`config.mk`:
```
export PLATFORM = sky130hd
export DESIGN_NAME = clock_demux_4
export DESIGN_NICKNAME = d
export VERILOG_FILES = /design/src/rtl/clock_demux_4.sv
export SDC_FILE = /design/constraint.sdc
export NUM_CORES = 1
export LEC_CHECK = 0
export CAP_MARGIN = 10
export CORE_MARGIN = 2
export CORE_UTILIZATION = 36
export DETAILED_ROUTE_END_ITERATION = 12
export PLACE_DENSITY = 0.66
export SLEW_MARGIN = 20
export SYNTH_ARGS = -nofsm -noshare
export SYNTH_HDL_FRONTEND = slang
export SYNTH_SLANG_ARGS = --single-unit
```
`constraint.sdc`:
```
create_clock -name clk -period 2.02 [get_ports clk]
set_input_delay 0.404 -clock clk [delete_from_list [all_inputs] [get_ports clk]]
set_output_delay 0.404 -clock clk [all_outputs]
set_load 0.01 [all_outputs]
```
`src/rtl/clock_demux_4.sv`:
```
// Registered 1-to-4 demultiplexer: latches S into the channel chosen by Ctrl,
// tracks per-channel valid/ack handshake and captures the first rejected write.
`timescale 1ns/1ps
module clock_demux_4 #(
  parameter int N = 32
) (
  input  logic         clk,
  input  logic         rst_n,
  input  logic [N-1:0] S,
  input  logic [1:0]   Ctrl,
  input  logic         We,
  input  logic [3:0]   Ack,
  input  logic         Clr_err,
  output logic [N-1:0] A,
  output logic [N-1:0] B,
  output logic [N-1:0] C,
  output logic [N-1:0] D,
  output logic [3:0]   Valid,
  output logic         Full,
  output logic         Err,
  output logic [1:0]   Err_ch
);

  logic [N-1:0] data_q [4];
  logic [N-1:0] data_d [4];
  logic [3:0]   valid_q;
  logic [3:0]   valid_d;
  logic         err_q;
  logic         err_d;
  logic [1:0]   err_ch_q;
  logic [1:0]   err_ch_d;
  logic [3:0]   wr_sel_s;
  logic [3:0]   reject_s;

  // Write strobe decoded to a one-hot channel select
  always_comb begin
    wr_sel_s = 4'b0000;
    if (We) begin
      case (Ctrl)
        2'b00:   wr_sel_s = 4'b0001;
        2'b01:   wr_sel_s = 4'b0010;
        2'b10:   wr_sel_s = 4'b0100;
        2'b11:   wr_sel_s = 4'b1000;
        default: wr_sel_s = 4'b0000;
      endcase
    end else begin
      wr_sel_s = 4'b0000;
    end
  end

  // Per-channel EMPTY/HELD machine; an ack in the write cycle frees the slot for it
  always_comb begin
    for (int i = 0; i < 4; i++) begin
      data_d[i]   = data_q[i];
      valid_d[i]  = valid_q[i];
      reject_s[i] = 1'b0;
      if (wr_sel_s[i] && (!valid_q[i] || Ack[i])) begin
        data_d[i]  = S;
        valid_d[i] = 1'b1;
      end else if (wr_sel_s[i]) begin
        reject_s[i] = 1'b1;
      end else if (valid_q[i] && Ack[i]) begin
        valid_d[i] = 1'b0;
      end else begin
        valid_d[i] = valid_q[i];
      end
    end
  end

  // First-error capture; a fresh rejection beats a simultaneous clear
  always_comb begin
    err_d    = err_q;
    err_ch_d = err_ch_q;
    if ((|reject_s) && (!err_q || Clr_err)) begin
      err_d    = 1'b1;
      err_ch_d = Ctrl;
    end else if (Clr_err) begin
      err_d    = 1'b0;
      err_ch_d = 2'b00;
    end else begin
      err_d    = err_q;
      err_ch_d = err_ch_q;
    end
  end

  // State registers
  always_ff @(posedge clk or negedge rst_n) begin
    if (!rst_n) begin
      for (int i = 0; i < 4; i++) begin
        data_q[i] <= {N{1'b0}};
      end
      valid_q  <= 4'b0000;
      err_q    <= 1'b0;
      err_ch_q <= 2'b00;
    end else begin
      for (int i = 0; i < 4; i++) begin
        data_q[i] <= data_d[i];
      end
      valid_q  <= valid_d;
      err_q    <= err_d;
      err_ch_q <= err_ch_d;
    end
  end

  assign A      = data_q[0];
  assign B      = data_q[1];
  assign C      = data_q[2];
  assign D      = data_q[3];
  assign Valid  = valid_q;
  assign Full   = &valid_q;
  assign Err    = err_q;
  assign Err_ch = err_ch_q;

endmodule

```
Word-level counts from Yosys, hierarchy flattened
Cells that the tools add are included.
{"block": "totals", "register_bits": 135, "word_cells": 74}
{"block": "classes", "eq_ne": 7, "mux": 26, "reduce_logical": 31}
{"op": "$mux 1", "n": 22}
{"op": "$pmux 4 s4", "n": 1}
{"op": "$reduce_bool 2->1", "n": 5}
{"op": "$logic_and 1x1->1", "n": 9}
{"op": "$ne 2x1->1 const B", "n": 4}
{"op": "$reduce_and 2->1", "n": 4}
{"op": "$logic_not 1->1", "n": 5}
{"op": "$logic_or 1x1->1", "n": 5}
{"op": "$eq 2x2->1 const B", "n": 2}
{"op": "$mux 2", "n": 2}
{"op": "$mux 4", "n": 1}
{"op": "$reduce_and 4->1", "n": 1}
{"op": "$reduce_or 4->1", "n": 1}
{"op": "$eq 2x1->1 const B", "n": 1}
{"op": "$logic_not 2->1", "n": 1}

Longest topological paths before layout
Gate-level depths: netlist (run 1).
{"block": "logic_depth", "depth_word": 8, "ltp_mapped": 5, "ltp_nobuf": 4}

Least setup slack after synthesis (run 1)
OpenSTA, ideal clock, no wires.
{"block": "synth_timing", "path_kind": "in2reg", "start": "input Ctrl[1]", "end": "register data_q, in the netlist A[10]", "setup_time_ps": 125, "t_arrival_ps": 1504, "setup_slack_ps": 391, "path_stages": 5, "path_buffers": 2, "cell_sequence": "or3b_1 > nand2b_4 > buf_6 > buf_12 > mux2_4"}
{"block": "synth_between", "elab_chain_len": 4, "word_cells_on_any_way": 7}
{"item": "from (decl)", "line_no": "10", "rtl": "input logic [1:0] Ctrl,"}
{"item": "$eq 2x2->1, or another cell as far along", "line_no": "39", "rtl": "case (Ctrl)"}
{"item": "$pmux 4 s4 (*)", "line_no": "39"}
{"item": "$mux 4 (*)", "line_no": "38", "rtl": "if (We) begin"}
{"item": "$logic_and 1x1->1 (*)", "line_no": "57", "rtl": "if (wr_sel_s[i] && (!valid_q[i] || Ack[i])) begin"}
{"item": "to (signal, indexed assignment)", "line_no": "90", "rtl": "data_q[i] <= {N{1'b0}};"}
{"item": "to (signal, indexed assignment)", "line_no": "97", "rtl": "data_q[i] <= data_d[i];"}
{"item": "to (decl)", "line_no": "24", "rtl": "logic [N-1:0] data_q [4];"}
Every way passes the cells marked *; elsewhere a longest branch is shown, timed or not.
A chain may end at the register's enable or synchronous reset.

Final worst setup path (run 1)
{"block": "layout_timing", "start": "register valid_q[0] (netlist: Valid[0])", "end": "output Full"}
{"block": "layout_between", "elab_chain_len": 1}
{"item": "from (decl)", "line_no": "26", "rtl": "logic [3:0] valid_q;"}
{"item": "from (signal assigned)", "line_no": "99", "rtl": "valid_q <= valid_d;"}
{"item": "$reduce_and 4->1", "line_no": "110", "rtl": "assign Full = &valid_q;"}
{"item": "to (decl)", "line_no": "19", "rtl": "output logic Full,"}
Every way passes these cells.

==> flow_metrics.env, run 1 <==
export IMPL_leakage_nw=3.461
export IMPL_wire_per_inst_um=17.56
export IMPL_drt_iter0_drc=93
export IMPL_relSlewSlack=0.7721
export IMPL_design_die_area_sq_um=15540
export IMPL_grtUsageMet1=0.2082
export IMPL_p_comb_frac=0.263
export IMPL_rsz0062_at_grt="no"
export IMPL_worst_ir_drop_vdd_mv=0.6492
export IMPL_synth_nets=348
export IMPL_cts_made_buffers=17
export IMPL_power_density_nw_per_um2=1116
export IMPL_grt_pass1_vias=3571
export IMPL_rr_endpoint="A[1]"
export IMPL_root_buffer="clkbuf_16"
export IMPL_cts_tree="yes"
export IMPL_crit_arrival_ps=1520
export IMPL_run_status="completed"
export IMPL_drive_gt1_frac=0.3379
export IMPL_grt_pass1_wl_um=19780
export IMPL_post_route_cell_area_sq_um=7965
export IMPL_mappedNetlistArea_sq_um=5243
export IMPL_worst_path_max_fanout=3
export IMPL_finalSetupViolations=0
export IMPL_antenna_found_initial=0
export IMPL_nets=544
export IMPL_post_route_min_period_ps=1927
export IMPL_use_met3=0.08419
export IMPL_grt_max_degree=61
export IMPL_p_clk_frac=0.335
export IMPL_reg2regPathDepth=4
export IMPL_swShare=0.2494
export IMPL_p_total_w=0.008892
export IMPL_start_util=0.3649
export IMPL_grt_usage=0.1641
export IMPL_crit_required_ps=1620
export IMPL_fillers=1142
export IMPL_drtAntennaViolNets=0
export IMPL_synth_area_per_cell_sq_um=17.13
export IMPL_drcViolationCount=0
export IMPL_seq_power_share=0.402
export IMPL_grt_ovfl_total=0
export IMPL_grt_busiest_layer="met2"
export IMPL_synthCells=306
export IMPL_hpwl_um=8739
export IMPL_synth_cell_types=21
export IMPL_num_vias=3281
export IMPL_clkTransAtPathRegs_ps=60
export IMPL_fin_worst_skew_ps=5.354
export IMPL_switching_power_w=0.002218
export IMPL_fmaxAchievable_ghz=0.5191
export IMPL_slew_viol_final=0
export IMPL_clock_sinks=135
export IMPL_synth_seq_cells=135
export IMPL_fin_crit_sh=0.9537
export IMPL_maxCapViolations=0
export IMPL_hp_class="in -> async"
export IMPL_fp_coreArea_sq_um=14370
export IMPL_worst_pin_slew_ps=341.8
export IMPL_final_common_cell="clkdlybuf4s50_1"
export IMPL_reg2reg_slack_ps=560
export IMPL_io_pins=178
export IMPL_use_met2=0.2430
export IMPL_intPower_w=0.006674
export IMPL_die_x_um=124.7
export IMPL_cp_start_kind="register"
export IMPL_mostFrequentLayoutCells="clkdlybuf4s50_1 (176), dfrtp_1 (135), mux2_2 (94), mux2_4 (30), clkbuf_16 (17)"
export IMPL_crit_path_end_kind="output pin"
export IMPL_hold_viol=0
export IMPL_via_per_inst=4.694
export IMPL_clock_latency_ps=410
export IMPL_clockBufferDepth=2
export IMPL_timing_rr_start="Valid[0]"
export IMPL_firstDrtPassIters=4
export IMPL_ctsResizeCount=0
export IMPL_place_area_sq_um=7378
export IMPL_htreeDepth=4
export IMPL_critical_path_class="reg -> out"
export IMPL_gp_congestion=0.7629
export IMPL_fp_row_count=44
export IMPL_ys_seq_area_frac=0.6444
export IMPL_diodes=0
export IMPL_drt_wl_total_um=12280
export IMPL_port_buffers=177
export IMPL_area_growth_pct=51.93
export IMPL_yosysWarnings=0
export IMPL_die_h_um=124.7
[layer usage]
metal  up-vias  share of wire
met1      1668           0.43
met3        15           0.10
met2       134           0.45
met4         0          0.013
li1       1464              -
met5         -              0
[flip-flops by register name, summed over array words and instances (netlist names)]
signal / count
C: 32
A: 32
B: 32
Err: 1
D: 32
Valid: 4
Err_ch: 2
[how the worst max path moves through the flow]
stage,start,endpoint,slack [ps],cells after the start
4_1_cts,Valid[0],Full,60,2
5_1_grt,Valid[0],Full,20,2
3_3_place_gp,Ctrl[1],A[29],-50,5
2_1_floorplan,Ctrl[1],A[10],390,5
6_report,Valid[0],Full,90,2
3_5_place_dp,Ctrl[1],A[13],-80,5
[timing repair]
item	CTS	global route
hold buffers	1	0
setup buffers	0	0
endpoints found under the hold margin	27	0
[layout make-up]
type	count	area, sq um	share of cell area
well taps	184	230.2	0.02890
repair buffers	193	2021	0.2537
multi-input cells	155	1759	0.2209
clock inverters	9	98.84	0.01241
flip-flops and latches	135	3378	0.4241
clock buffers	23	478.0	0.06001
[cells in the mapped netlist (all sizes together)]
library cell,number,area share
or3b,1,0.0017
a32o,2,0.0038
nor2b,5,0.0060
o22ai,2,0.0024
nand2,4,0.0029
buf,13,0.022
nand3b,2,0.0029
nand2b,6,0.0086
o21bai,1,0.0014
mux2,128,0.30
dfrtp,135,0.64
clkbuf,3,0.0021
and4,1,0.0017
nand3,1,0.00095
or2b,1,0.0014
or2,1,0.0012
[critical path, stage by stage, from the launching register on]
cell	delay, ps
dfrtp_1	390
and4_1	180
clkdlybuf4s50_1	540
[metrics by stage]
step	setup TNS [ps]	cells	hold WS (ps)	setup WS, ps	utilization
final	0	699	430.2	93.46	0.5543
after global routing	0	699	452.7	24.90	0.5543
after CTS	0	699	420.3	59.02	0.5543
after detailed placement	-5511	666	302.1	-75.15	0.5135
after global placement	-3007	666	296.4	-54.51	0.5135
after floorplan	0	306	108.4	390.6	-
[power groups by stage]
| stage | Combinational, W | Clock [W] | Sequential (W) |
|---|---|---|---|
| 5_1_grt | 0.00248 | 0.00321 | 0.00364 |
| 3_3_place_gp | 0.00233 | 0 | 0.00359 |
| 2_1_floorplan | 0.000633 | 0 | 0.00384 |
| 6_report | 0.00234 | 0.00298 | 0.00357 |
| 4_1_cts | 0.00237 | 0.00307 | 0.00358 |
| 3_5_place_dp | 0.00236 | 0 | 0.00361 |
[kinds of logic (layout without fill, tap and decap cells)]
family,Yosys count,count (layout),share of synthesized area
flops,135,135,0.6444
mux,128,128,0.2964
simple gates,22,22,0.02721
buf+inv,16,225,0.02434
compound gates,5,5,0.007638
No activity file was read; power rests on OpenSTA's default activity.
==> run 2, diff against run 1 <==
Settings changed: RECOVER_POWER from default to 100, SETUP_SLACK_MARGIN from default to 0.02.
==> run 2 against run 1 <==
Compared with the run above:
- count of clock-buffer cells in the layout unchanged
- hold slack improved by 49 ps
- non-clock buffer count unchanged
- setup slack got worse by 25 ps
- highest routed layer unchanged
==> flow_metrics.env, run 2 (synthesized netlist as in run 1, its figures left out) <==
export IMPL_maxCapViolations=0
export IMPL_fin_worst_skew_ps=5.583
export IMPL_drt_iter0_drc=88
export IMPL_clkTransAtPathRegs_ps=50
export IMPL_gp_congestion=0.7629
export IMPL_fp_row_count=44
export IMPL_fmaxAchievable_ghz=0.5124
export IMPL_crit_path_end_kind="register"
export IMPL_finalSetupViolations=0
export IMPL_hpwl_um=8739
export IMPL_rsz0062_at_grt="no"
export IMPL_hp_class="reg -> reg"
export IMPL_wire_per_inst_um=17.43
export IMPL_grt_max_degree=61
export IMPL_nets=544
export IMPL_root_buffer="clkbuf_16"
export IMPL_min_path_cells=1
export IMPL_clockBufferDepth=2
export IMPL_reg2regPathDepth=4
export IMPL_hold_buffers=1
export IMPL_leakage_nw=3.342
export IMPL_area_growth_pct=47.61
export IMPL_worst_ir_drop_vdd_mv=0.6308
export IMPL_worst_pin_slew_ps=752.6
export IMPL_start_util=0.3649
export IMPL_mostFrequentLayoutCells="dlygate4sd3_1 (137), dfrtp_1 (135), mux2_2 (94), clkdlybuf4s50_1 (40), mux2_1 (31)"
export IMPL_drt_wl_total_um=12190
export IMPL_whs_ps=479.4
export IMPL_fin_crit_sh=0.9661
export IMPL_post_route_min_period_ps=1952
export IMPL_io_pins=178
export IMPL_die_h_um=124.7
export IMPL_die_x_um=124.7
export IMPL_cts_made_buffers=17
export IMPL_cts_setup_buffers=0
export IMPL_diodes=0
export IMPL_critical_path_class="in -> reg"
export IMPL_firstDrtPassIters=5
export IMPL_power_density_nw_per_um2=1103
export IMPL_drcViolationCount=0
export IMPL_grt_pass1_wl_um=19780
export IMPL_ctsResizeCount=0
export IMPL_antenna_found_initial=0
export IMPL_grt_ovfl_total=0
export IMPL_grt_pass1_vias=3571
export IMPL_cts_tree="yes"
export IMPL_htreeDepth=4
export IMPL_clock_latency_ps=410
export IMPL_clock_sinks=135
export IMPL_dpl_worst_slack_ps=-75.15
export IMPL_num_vias=3272
export IMPL_crit_arrival_ps=2240
export IMPL_drtAntennaViolNets=0
export IMPL_relSlewSlack=0.4983
export IMPL_fp_coreArea_sq_um=14370
export IMPL_via_per_inst=4.681
export IMPL_design_die_area_sq_um=15540
export IMPL_port_buffers=177
export IMPL_run_status="completed"
export IMPL_final_common_cell="dlygate4sd3_1"
export IMPL_cp_start_kind="input port"
export IMPL_drive_gt1_frac=0.2777
export IMPL_slew_viol_final=0
export IMPL_grt_usage=0.1641
export IMPL_worst_path_max_fanout=17
export IMPL_final_core_util=0.5386
export IMPL_crit_required_ps=2310
export IMPL_setup_ws_ps=68.44
export IMPL_hold_viol=0
run 2: layout make-up:
| type | count | area, sq um |
|---|---|---|
| Tap cell | 184 | 230.2 |
| Clock inverter | 9 | 98.84 |
| Timing Repair Buffer | 193 | 1926 |
| Fill cell | 1203 | 6630 |
| Multi-Input combinational cell | 155 | 1628 |
| Clock buffer | 23 | 478.0 |
| Sequential cell | 135 | 3378 |
run 2: power breakdown:
part	internal, W	leakage (nW)	total (W)	switching, W
Sequential	0.00326	1.61	0.00354	0.000277
Combinational	0.00120	1.44	0.00201	0.000815
Clock	0.00190	0.290	0.00299	0.00109
Total	0.00635	3.34	0.00853	0.00218
run 2: worst paths after layout:
check,slack [ps],from,end
min in group asynchronous,580,rst_n,Valid[0]
max reg2reg,310,Valid[3],D[22]
min reg2reg,480,B[0],B[0]
min,480,B[0],B[0]
max,70,Ctrl[1],D[22]
max in group asynchronous,340,rst_n,D[22]
run 2: critical path: stages:
cell	delay, ps
dlygate4sd3_1	620
nand3_1	150
nor2b_1	290
clkbuf_4	390
mux2_2	380
run 2: stage by stage:
stage,instance area (sq um),setup TNS (ps),instances,power (W)
final,7739,0,699,0.008534
after global routing,7739,0,699,0.008976
after CTS,7965,0,699,0.009026
after detailed placement,7378,-5511,666,0.005978
after global placement,7378,-3007,666,0.005913
after floorplan,5243,0,306,0.004468
run 2: layer usage:
metal	up-vias	routed length [um]	track usage
met5	-	0	0
met1	1652	5324	0.2082
met2	135	5455	0.2430
met3	17	1214	0.08419
li1	1468	-	-
met4	0	192	0.05486
==> run 3, diff against run 2 <==
Settings changed: CAP_MARGIN 10 to 30, SKIP_CTS_REPAIR_TIMING from default to 1.
==> run 3 against run 2 <==
Compared with the run above:
- fmax barely moved
- sequential power is essentially flat
- first-iteration DRC count did not move
- count of clock-buffer cells in the layout did not move
- largest cell class unchanged
- utilization did not move
- clock skew barely moved
- register-to-register slack is essentially flat
- total power is essentially flat
- routed wire length about the same
- design area did not move
==> flow_metrics.env, run 3 (synthesized netlist as in run 1, its figures left out) <==
export IMPL_run_status="completed"
export IMPL_cp_cell_sequence="dlygate4sd3_1 -> nand3_1 -> nor2b_1 -> clkbuf_4 -> mux2_2"
export IMPL_power_density_nw_per_um2=1103
export IMPL_hpwl_um=8739
export IMPL_leakage_nw=3.342
export IMPL_drt_wl_total_um=12190
export IMPL_cp_start_kind="input port"
export IMPL_drtAntennaViolNets=0
export IMPL_root_buffer="clkbuf_16"
export IMPL_rsz0062_at_grt="no"
export IMPL_finalSetupViolations=0
export IMPL_maxCapViolations=0
export IMPL_drt_iter0_drc=88
export IMPL_nets=544
export IMPL_worst_pin_slew_ps=750.8
export IMPL_crit_required_ps=2310
export IMPL_antenna_found_initial=0
export IMPL_port_buffers=177
export IMPL_design_die_area_sq_um=15540
export IMPL_die_h_um=124.7
export IMPL_start_util=0.3649
export IMPL_io_pins=178
export IMPL_whs_ps=479.4
export IMPL_cts_made_buffers=17
export IMPL_clock_latency_ps=410
export IMPL_grt_pass1_wl_um=19730
export IMPL_diodes=0
export IMPL_fin_worst_skew_ps=5.494
export IMPL_crit_arrival_ps=2240
export IMPL_grt_pass1_vias=3553
export IMPL_fp_row_count=44
export IMPL_post_route_cell_area_sq_um=7739
export IMPL_num_vias=3272
export IMPL_grt_busiest_layer="met2"
export IMPL_post_route_min_period_ps=1952
export IMPL_mostFrequentLayoutCells="dlygate4sd3_1 (137), dfrtp_1 (135), mux2_2 (94), clkdlybuf4s50_1 (40), mux2_1 (31)"
export IMPL_drcViolationCount=0
export IMPL_fmaxAchievable_ghz=0.5124
export IMPL_use_met3=0.08419
export IMPL_cts_tree="yes"
export IMPL_place_area_sq_um=7378
export IMPL_clock_sinks=135
export IMPL_hold_path_startpoint="B[0]"
export IMPL_critical_path_class="in -> reg"
export IMPL_clockBufferDepth=2
export IMPL_grt_max_degree=61
export IMPL_slew_viol_final=0
export IMPL_grt_ovfl_total=0
export IMPL_firstDrtPassIters=5
export IMPL_critPathMaxStageDelay_ps=620
export IMPL_critPathLaunch="Ctrl[1]"
export IMPL_fin_crit_sh=0.9661
export IMPL_worst_ir_drop_vdd_mv=0.6305
export IMPL_final_common_cell="dlygate4sd3_1"
export IMPL_relSlewSlack=0.4995
export IMPL_clkTransAtPathRegs_ps=50
export IMPL_fp_coreArea_sq_um=14370
export IMPL_crit_path_end_kind="register"
export IMPL_grtUsageMet1=0.2079
export IMPL_drive_gt1_frac=0.2777
export IMPL_hold_viol=0
export IMPL_via_per_inst=4.681
export IMPL_timing_rr_start="Valid[3]"
export IMPL_area_growth_pct=47.61
export IMPL_use_met2=0.2424
export IMPL_wire_per_inst_um=17.43
export IMPL_critPathSlowestCell="dlygate4sd3_1"
export IMPL_grt_usage=0.1638
export IMPL_hp_class="reg -> reg"
export IMPL_htreeDepth=4
export IMPL_die_x_um=124.7
export IMPL_gp_congestion=0.7629
export IMPL_worst_path_max_fanout=17
## run 3: worst paths after layout
path                             to  slack [ps]  cells after the start
max                           D[22]          70                      5
min                            B[0]         480                      1
min in group asynchronous  Valid[0]         580                      2
max reg2reg                   D[22]         310                      4
min reg2reg                    B[0]         480                      1
max in group asynchronous     D[22]         340                      3
## run 3: critical path, delay by kind of cell
kind	cells	cell delay [ps]
buffers and inverters	2	1010
AND/OR/NAND/NOR	2	440
multiplexers	1	380
## run 3: report_power, final
group          internal, W  leakage, nW  total (W)  switching (W)
clock              0.00190        0.290    0.00299        0.00109
sequential         0.00326         1.61    0.00354       0.000277
combinational      0.00119         1.44    0.00201       0.000815
## run 3: through the flow
stage               instances  utilization  total power [W]  setup WS (ps)  TNS (ps)
floorplan                 306            -         0.004468          390.6         0
global placement          666       0.5135         0.005913         -54.51     -3007
detailed placement        666       0.5135         0.005978         -75.15     -5511
CTS                       698       0.5536         0.009024          59.02         0
global route              699       0.5386         0.008976          15.40         0
finish                    699       0.5386         0.008534          68.47         0
## run 3: routing by layer
metal	vias up	wire length (um)	share of wire
met5	-	0	0
met4	0	192	0.016
met3	17	1220	0.10
met2	135	5458	0.45
met1	1653	5315	0.44
li1	1467	-	-
## run 3: layout make-up
type                            instances  area, sq um
Clock buffer                           23        478.0
Clock inverter                          9        98.84
Fill cell                            1203         6630
Multi-Input combinational cell        155         1628
Sequential cell                       135         3378
Tap cell                              184        230.2
Timing Repair Buffer                  193         1926
